<file path="config.mk">
export PLATFORM = sky130hd
export DESIGN_NAME = mem_req_arbiter
export DESIGN_NICKNAME = d
export VERILOG_FILES = /design/src/rtl/mem_req_arbiter.sv
export SDC_FILE = /design/constraint.sdc
export NUM_CORES = 1
export LEC_CHECK = 0
export CORE_AREA = 5 5 108 110
export DETAILED_ROUTE_END_ITERATION = 7
export DIE_AREA = 0 0 113 115
export PLACE_DENSITY = 0.67
export RECOVER_POWER = 100
export SLEW_MARGIN = 20
export SYNTH_ARGS = -nofsm -noshare
export SYNTH_HDL_FRONTEND = slang
export SYNTH_SLANG_ARGS = --single-unit
</file>
<file path="constraint.sdc">
create_clock -name clk -period 8.1 [get_ports clk]
set_input_delay 2.025 -clock clk [delete_from_list [all_inputs] [get_ports clk]]
set_output_delay 2.025 -clock clk [all_outputs]
set_load 0.01 [all_outputs]
</file>
<file path="src/rtl/mem_req_arbiter.sv">
`default_nettype none
// ============================================================================
//  Module   : mem_req_arbiter
//  Purpose  : Shares one downstream req/addr_ok/data_ok memory channel between
//             an instruction requester and a data requester. Grants are held
//             until accepted, and accepted transactions are tracked in order
//             so each response is routed back to its owner.
//  Options  : MEM_ARB_ROUND_ROBIN_EN - replaces fixed data priority and the
//             instruction starvation counter with last-winner round robin.
//  Revision : 1.0 - initial release
// ============================================================================
module mem_req_arbiter #(
    parameter int MAX_OUTSTANDING = 4,
    parameter int STARVE_LIMIT    = 8,
    parameter int DATA_W          = 32
) (
    input  logic              clk,
    input  logic              reset,
    // instruction requester
    input  logic              inst_req,
    input  logic [31:0]       inst_addr,
    input  logic [2:0]        inst_size,
    output logic              inst_addr_ok,
    output logic              inst_data_ok,
    output logic [DATA_W-1:0] inst_rdata,
    // data requester
    input  logic              data_req,
    input  logic              data_wr,
    input  logic [2:0]        data_size,
    input  logic [31:0]       data_addr,
    input  logic [3:0]        data_wstrb,
    input  logic [DATA_W-1:0] data_wdata,
    output logic              data_addr_ok,
    output logic              data_data_ok,
    output logic [DATA_W-1:0] data_rdata,
    // downstream channel
    output logic              mem_req,
    output logic              mem_wr,
    output logic [2:0]        mem_size,
    output logic [31:0]       mem_addr,
    output logic [3:0]        mem_wstrb,
    output logic [DATA_W-1:0] mem_wdata,
    input  logic              mem_addr_ok,
    input  logic              mem_data_ok,
    input  logic [DATA_W-1:0] mem_rdata,
    // status
    output logic              resp_err
);

    localparam int         c_PTR_W    = $clog2(MAX_OUTSTANDING);
    localparam int         c_CNT_W    = c_PTR_W + 1;
    localparam logic       c_SRC_INST = 1'b0;
    localparam logic       c_SRC_DATA = 1'b1;

    logic [MAX_OUTSTANDING-1:0] r_fifo_src;
    logic [c_PTR_W-1:0]         r_wr_ptr;
    logic [c_PTR_W-1:0]         r_rd_ptr;
    logic [c_CNT_W-1:0]         r_count;
    logic                       r_lock;
    logic                       r_lock_src;
    logic                       r_resp_err;

    logic                       w_full;
    logic                       w_not_empty;
    logic                       w_arb_src;
    logic                       w_grant_src;
    logic                       w_accept;
    logic                       w_pop;
    logic                       w_head_src;

    assign w_full      = (r_count == c_CNT_W'(MAX_OUTSTANDING));
    assign w_not_empty = (r_count != '0);
    assign w_head_src  = r_fifo_src[r_rd_ptr];

`ifdef MEM_ARB_ROUND_ROBIN_EN
    logic r_last_src;

    // Round robin: on contention favour the side that lost the last accept
    always_comb begin
        w_arb_src = c_SRC_INST;
        if (inst_req && data_req) begin
            w_arb_src = ~r_last_src;
        end else if (data_req) begin
            w_arb_src = c_SRC_DATA;
        end
    end

    // Remember which side won the most recent accept
    always_ff @(posedge clk) begin
        if (reset) begin
            r_last_src <= c_SRC_INST;
        end else if (w_accept) begin
            r_last_src <= w_grant_src;
        end
    end
`else
    localparam logic [7:0] c_STARVE_MAX = 8'(STARVE_LIMIT);
    logic [7:0] r_starve;

    // Fixed data priority, overridden once the instruction side has starved
    always_comb begin
        w_arb_src = c_SRC_INST;
        if (inst_req && (r_starve == c_STARVE_MAX)) begin
            w_arb_src = c_SRC_INST;
        end else if (data_req) begin
            w_arb_src = c_SRC_DATA;
        end
    end

    // Count consecutive cycles an instruction request waits without acceptance
    always_ff @(posedge clk) begin
        if (reset) begin
            r_starve <= '0;
        end else if (inst_req && !inst_addr_ok) begin
            if (r_starve != c_STARVE_MAX) begin
                r_starve <= r_starve + 8'd1;
            end
        end else begin
            r_starve <= '0;
        end
    end
`endif

    // A locked grant ignores the arbiter until the request is accepted
    assign w_grant_src = r_lock ? r_lock_src : w_arb_src;

    // No bypass: a full tracker blocks requests even if a pop is in flight
    assign mem_req  = ~w_full & (r_lock | inst_req | data_req);
    assign w_accept = mem_req & mem_addr_ok;
    assign w_pop    = mem_data_ok & w_not_empty;

    assign inst_addr_ok = w_accept & (w_grant_src == c_SRC_INST);
    assign data_addr_ok = w_accept & (w_grant_src == c_SRC_DATA);

    // Request payload mux; instruction fetches are always reads
    always_comb begin
        mem_wr    = 1'b0;
        mem_size  = inst_size;
        mem_addr  = inst_addr;
        mem_wstrb = 4'b0000;
        mem_wdata = '0;
        if (w_grant_src == c_SRC_DATA) begin
            mem_wr    = data_wr;
            mem_size  = data_size;
            mem_addr  = data_addr;
            mem_wstrb = data_wstrb;
            mem_wdata = data_wdata;
        end
    end

    // Hold the grant while the downstream stalls, release on accept
    always_ff @(posedge clk) begin
        if (reset) begin
            r_lock     <= 1'b0;
            r_lock_src <= c_SRC_INST;
        end else if (w_accept) begin
            r_lock     <= 1'b0;
        end else if (mem_req) begin
            r_lock     <= 1'b1;
            r_lock_src <= w_grant_src;
        end
    end

    // In-order tracker of source IDs for accepted transactions
    always_ff @(posedge clk) begin
        if (reset) begin
            r_fifo_src <= '0;
            r_wr_ptr   <= '0;
            r_rd_ptr   <= '0;
            r_count    <= '0;
        end else begin
            if (w_accept) begin
                r_fifo_src[r_wr_ptr] <= w_grant_src;
                r_wr_ptr             <= r_wr_ptr + c_PTR_W'(1);
            end
            if (w_pop) begin
                r_rd_ptr <= r_rd_ptr + c_PTR_W'(1);
            end
            if (w_accept && !w_pop) begin
                r_count <= r_count + c_CNT_W'(1);
            end else if (!w_accept && w_pop) begin
                r_count <= r_count - c_CNT_W'(1);
            end
        end
    end

    // Sticky flag for responses that have no matching transaction
    always_ff @(posedge clk) begin
        if (reset) begin
            r_resp_err <= 1'b0;
        end else if (mem_data_ok && !w_not_empty) begin
            r_resp_err <= 1'b1;
        end
    end

    assign resp_err     = r_resp_err;
    assign inst_data_ok = w_pop & (w_head_src == c_SRC_INST);
    assign data_data_ok = w_pop & (w_head_src == c_SRC_DATA);
    assign inst_rdata   = mem_rdata;
    assign data_rdata   = mem_rdata;

endmodule
`default_nettype wire

</file>
# Word level (Yosys, flattened, before mapping)

Index checks and enable logic that the tools add are counted.

Eq/ne operators: 3
Magnitude comparators: 3
Bitwise gates (word level): 14
Reduce and logical (&&, ||, !) cells: 15
Muxes and demuxes: 15
Add/subtract/negate cells: 5

Operators with widths:

| cell                  | count |
|---|---|
| $mux W32              | 2 |
| $mux W3               | 3 |
| $add A8 B1 Y8 const B | 1 |
| $eq A8 B4 Y1 const B  | 1 |
| $ne A8 B4 Y1 const B  | 1 |
| $and A1 B1 Y1         | 7 |
| $logic_and A1 B1 Y1   | 6 |
| $lt A2 B3 Y1 const B  | 2 |
| $mux W1               | 6 |
| $not A1 Y1            | 5 |
| $add A2 B1 Y2 const B | 2 |
| $bwmux W4             | 1 |
| $logic_not A1 Y1      | 4 |
| $mux W4               | 1 |
| $reduce_or A2 Y1      | 2 |
| $add A3 B1 Y3 const B | 1 |
| $eq A3 B3 Y1 const B  | 1 |
| $reduce_bool A3 Y1    | 1 |
| $sub A3 B1 Y3 const B | 1 |
| $bmux W1 S2           | 1 |
| $demux W1 S2          | 1 |
| $ge A2 B1 Y1 const B  | 1 |
| $or A1 B1 Y1          | 2 |
| $reduce_and A2 Y1     | 1 |
| $reduce_bool A2 Y1    | 1 |

Register bits after elaboration: 22
Output and inout bits: 142
Word-level logic and storage cells: 63

# Longest topological paths before layout

Depth in word-level cells: 10
Depth in mapped cells: 10

# Least setup slack after synthesis

OpenSTA, ideal clock, no wires.

Path type: input to output
From: input inst_req
To: output mem_addr[20]
Arrival: 3.414 ns
Required time: 6.075 ns
Path buffers: 1
Path slack: 2.661 ns
Cell stages on the path: 5
Cells stage by stage: or4b_1 -> o211a_4 -> nor2_4 -> buf_4 -> mux2_1

Longest elaborated chain between the ends: 4

RTL lines:

| what                | RTL line | RTL |
|---|---|---|
| from (decl)         | 20       | `input logic inst_req,` |
| $logic_and A1 B1 Y1 | 103      | `if (inst_req && (r_starve == c_STARVE_MAX)) begin` |
| $mux W1             | 103      |  |
| $mux W1             | 125      | `assign w_grant_src = r_lock ? r_lock_src : w_arb_src;` |
| $mux W32            | 142      | `if (w_grant_src == c_SRC_DATA) begin` |
| to (decl)           | 40       | `output logic [31:0] mem_addr,` |

No other way between the ends.

# Worst setup path in the final report

From: input inst_req
To: output mem_wdata[26]

Longest elaborated chain between the ends: 4

RTL lines:

| what                | RTL line | RTL |
|---|---|---|
| $logic_and A1 B1 Y1 | 103      |  |
| $mux W1             | 103      |  |
| $mux W1             | 125      |  |
| $mux W32            | 142      |  |
| to (decl)           | 42       | `output logic [DATA_W-1:0] mem_wdata,` |

No other way between the ends.

==> impl_results.md <==
* Status: complete, but fails checks
* Violated checks: max-capacitance violations, max-slew violations
* Startpoint Class: primary input
* Sequential cell area fraction in the yosys report at 18.8%
* Worst endpoint required time at 6.08 ns
* Syn_nets at 416
* Setup violators final at 0
* Clk_lat worst skew at 0.26 ns
* Die Span X at roughly 110 um
* Pins Over Slew Limit at 9
* Multi-input gate area at 1250 um^2
* Vias in the first global route at 2331
* Fill cell count at 1097
* Vias per Instance at approximately 4.2
* Drt total wl at 8.22 mm
* Post-layout min period at 6.98 ns
* Largest net degree at the start of global routing at 42
* Final Cell Area at 3860 um^2
* Worst setup EP type: output port
* CTS tree: built
* Global-route wire length before repair at 12.0 mm
* Gr usage total at around 12%
* Reg2reg end: r_starve[6]
* Slew @ Worst Pin at roughly 1.5 ns
* Final period util at ~86%
* Final Power at 0.526 mW
* Slew HR at -3.70%
* Synth Register Bits at 22
* Register share of total power at a little over a quarter
* Sequential cell area at approximately 440 um^2
* Max-Cap Viols at 1
* Reg2reg path depth at 4
* Area post-placement at 3870 um^2
* CTS Buffer Depth at 2
* Total CTS buffers at 3
* Clock sink total at 22
* Internal power at 0.351 mW
* Reg-to-reg startpoint: r_starve[2]
* Final HPWL DP at approximately 7 mm
* Crit path kind: primary input to output port
* R2R Setup Slk at 5.38 ns
* Top-area cell type share of the netlist area at 21.7%
* Slack of the critical path at 1.12 ns
* Worst min path class: flop to flop
* GR Overflow Total at 0
* Post-Place Setup Slack at approximately 1.3 ns
* Syn Area/Cell at around 9 um^2
* Final net count at 538
* Initial antenna violation count at 0
* Die height at about 120 um
* Initial core utilization at 22.2%
* Cells after Synth at 263
* Worst Setup SP: inst_req
* Switching Share at between 30% and 40%
* GP Congestion at 0.762
* Core box area at 10600 um^2
* Synth area leaders: buf_4, dfxtp_1, mux2_2
* Worst path arrival time at 4.95 ns
* Inserted Diodes at 0
* Hold path endpoint: resp_err
* Post-CTS sizing at 0
* # IOs at roughly 290
* Iter 0 DRT Violations at 42
* Port Buffer Count at 190
* Root buffer cell: clkbuf_8
* Peak fanout along the critical path at 38
* Ys async rst share at 0%
* Area grow syn2layout at 64.5%
* Synth Flop Type: dfxtp_1
* Unrepaired setup endpoints after global routing: no
* Warnings from Yosys at 0
* Hold path cells at 2
* Comb power frac at between 50% and 60%
* Final hold violation count at 0
* H-tree depth at 1
* Post-CTS Hold Buffers at 0
* Die area at 13000 um^2
* Post-synth EDFFs at 0
* # rows at 38
* Peak supply drop at 0.0712 mV
* Post-Syn Area at 2350 um^2
* Vias at 2177
* Share of layout cells above drive strength 1 at 13.3%
* Clk slew on worst S/H paths at about 0.08 ns
* Routed length per instance at between 15 and 20 um
* Clk_skew at 0.00128 ns
* Leak pwr at about 1.5 nW
* Fmax at 143 MHz
* Fin Setup TNS at 0 ns
* Hold Startpoint: resp_err
* Area leader, netlist: buf_4
* DR pass1 iterations at 4
* Switching pwr at 0.175 mW
* Clk pwr share at 14.9%
* Postcts setup bufs at 0
* DRC viols at 0
* Routed Antenna Nets at 0
* Number of distinct library cells after synthesis at 39
* Power density over cell area at 136 nW/um^2
cells in the mapped netlist, types with 4 or more instances:
master     n
dfxtp_1   22
mux2_2    33
and2_1    19
and2_4    20
a21oi_1    8
buf_4     68
xor2_1     9
nand2_1    5
ha_1       7
inv_1      9
nor2_1    19
a311oi_1   4
cell usage in the layout, fill, tap and decap left out, types with 2 or more instances in the layout:
| cell | n |
|---|---|
| and3_1 | 2 |
| or3_1 | 2 |
| nand3_1 | 3 |
| nor3_1 | 3 |
| and2_4 | 2 |
| a311oi_1 | 4 |
| ha_1 | 7 |
| clkdlybuf4s50_1 | 145 |
| nor2_1 | 19 |
| xnor2_1 | 3 |
| a21oi_1 | 8 |
| inv_1 | 9 |
| mux2i_1 | 2 |
| mux2_1 | 3 |
| clkbuf_8 | 4 |
| xor2_1 | 9 |
| mux2_2 | 32 |
| dlygate4sd3_1 | 45 |
| and2_2 | 8 |
| nand2_1 | 5 |
| and2_1 | 5 |
| and2_0 | 24 |
| dfxtp_1 | 22 |
layout make-up:
cell class	instances	area share, %
multi-input cells	158	32.3
well taps	140	4.54
flip-flops and latches	22	11.4
repair buffers	191	49.4
clock buffers	4	1.43
inverters	9	0.875
per-layer routing:
| layer | vias to the layer above | share of wire [%] | GRT usage (%) |
|---|---|---|---|
| met3 | 35 | 13 | 5.32 |
| met4 | 0 | 4.0 | 4.57 |
| met2 | 135 | 47 | 19.0 |
| met5 | - | 0 | 0 |
| li1 | 1043 | - | - |
| met1 | 964 | 36 | 13.1 |
state kept, by name, indices dropped and copies added (netlist names):
| name | count |
|---|---|
| r_rd_ptr | 2 |
| r_lock | 1 |
| r_starve | 8 |
| r_fifo_src | 4 |
| resp_err | 1 |
| r_lock_src | 1 |
| r_wr_ptr | 2 |
| r_count | 3 |
stage by stage:
| stage | std cells | hold slack, ns | utilization [%] |
|---|---|---|---|
| 2_1_floorplan | 263 | 0.467 | - |
| 3_3_place_gp | 520 | 0.463 | 36.5 |
| 3_5_place_dp | 520 | 0.469 | 36.5 |
| 4_1_cts | 524 | 0.492 | 37.0 |
| 5_1_grt | 524 | 0.520 | 36.4 |
| 6_report | 524 | 0.475 | 36.4 |
cell families (layout without fill, tap and decap cells):
group | Yosys count | count (layout) | share of synthesized area [%]
and+or+nand+nor | 84 | 84 | 22.6
buffers and inverters | 83 | 204 | 25.4
muxes | 38 | 38 | 18.6
DFF | 22 | 22 | 18.8
AOI/OAI and AO/OA | 16 | 16 | 5.59
xor gates and xnor gates | 12 | 12 | 4.48
adders and majority gates | 8 | 8 | 4.58
worst max-delay path by stage:
stage / to / slack, ns / depth (start not counted)
after floorplan: mem_addr[20] / 2.66 / 5
final: mem_wdata[26] / 1.12 / 6
after global routing: mem_wdata[20] / 0.95 / 6
after detailed placement: mem_addr[27] / 1.28 / 7
after CTS: mem_addr[27] / 1.27 / 7
after global placement: mem_addr[27] / 1.30 / 7
power by group through the flow:
stage | registers [mW] | clock network (mW) | logic, mW
global placement | 0.146 | 0 | 0.327
detailed placement | 0.146 | 0 | 0.329
finish | 0.144 | 0.0783 | 0.304
global route | 0.147 | 0.0870 | 0.333
CTS | 0.144 | 0.0812 | 0.332
floorplan | 0.143 | 0 | 0.204
worst max-delay path: stages:
cell and delay (ns):
dlygate4sd3_1 0.59, or4b_1 0.46, o211a_2 0.29, or2_1 0.63, and2_1 0.35, dlygate4sd3_1 0.60
No activity file was read; power rests on OpenSTA's default activity.
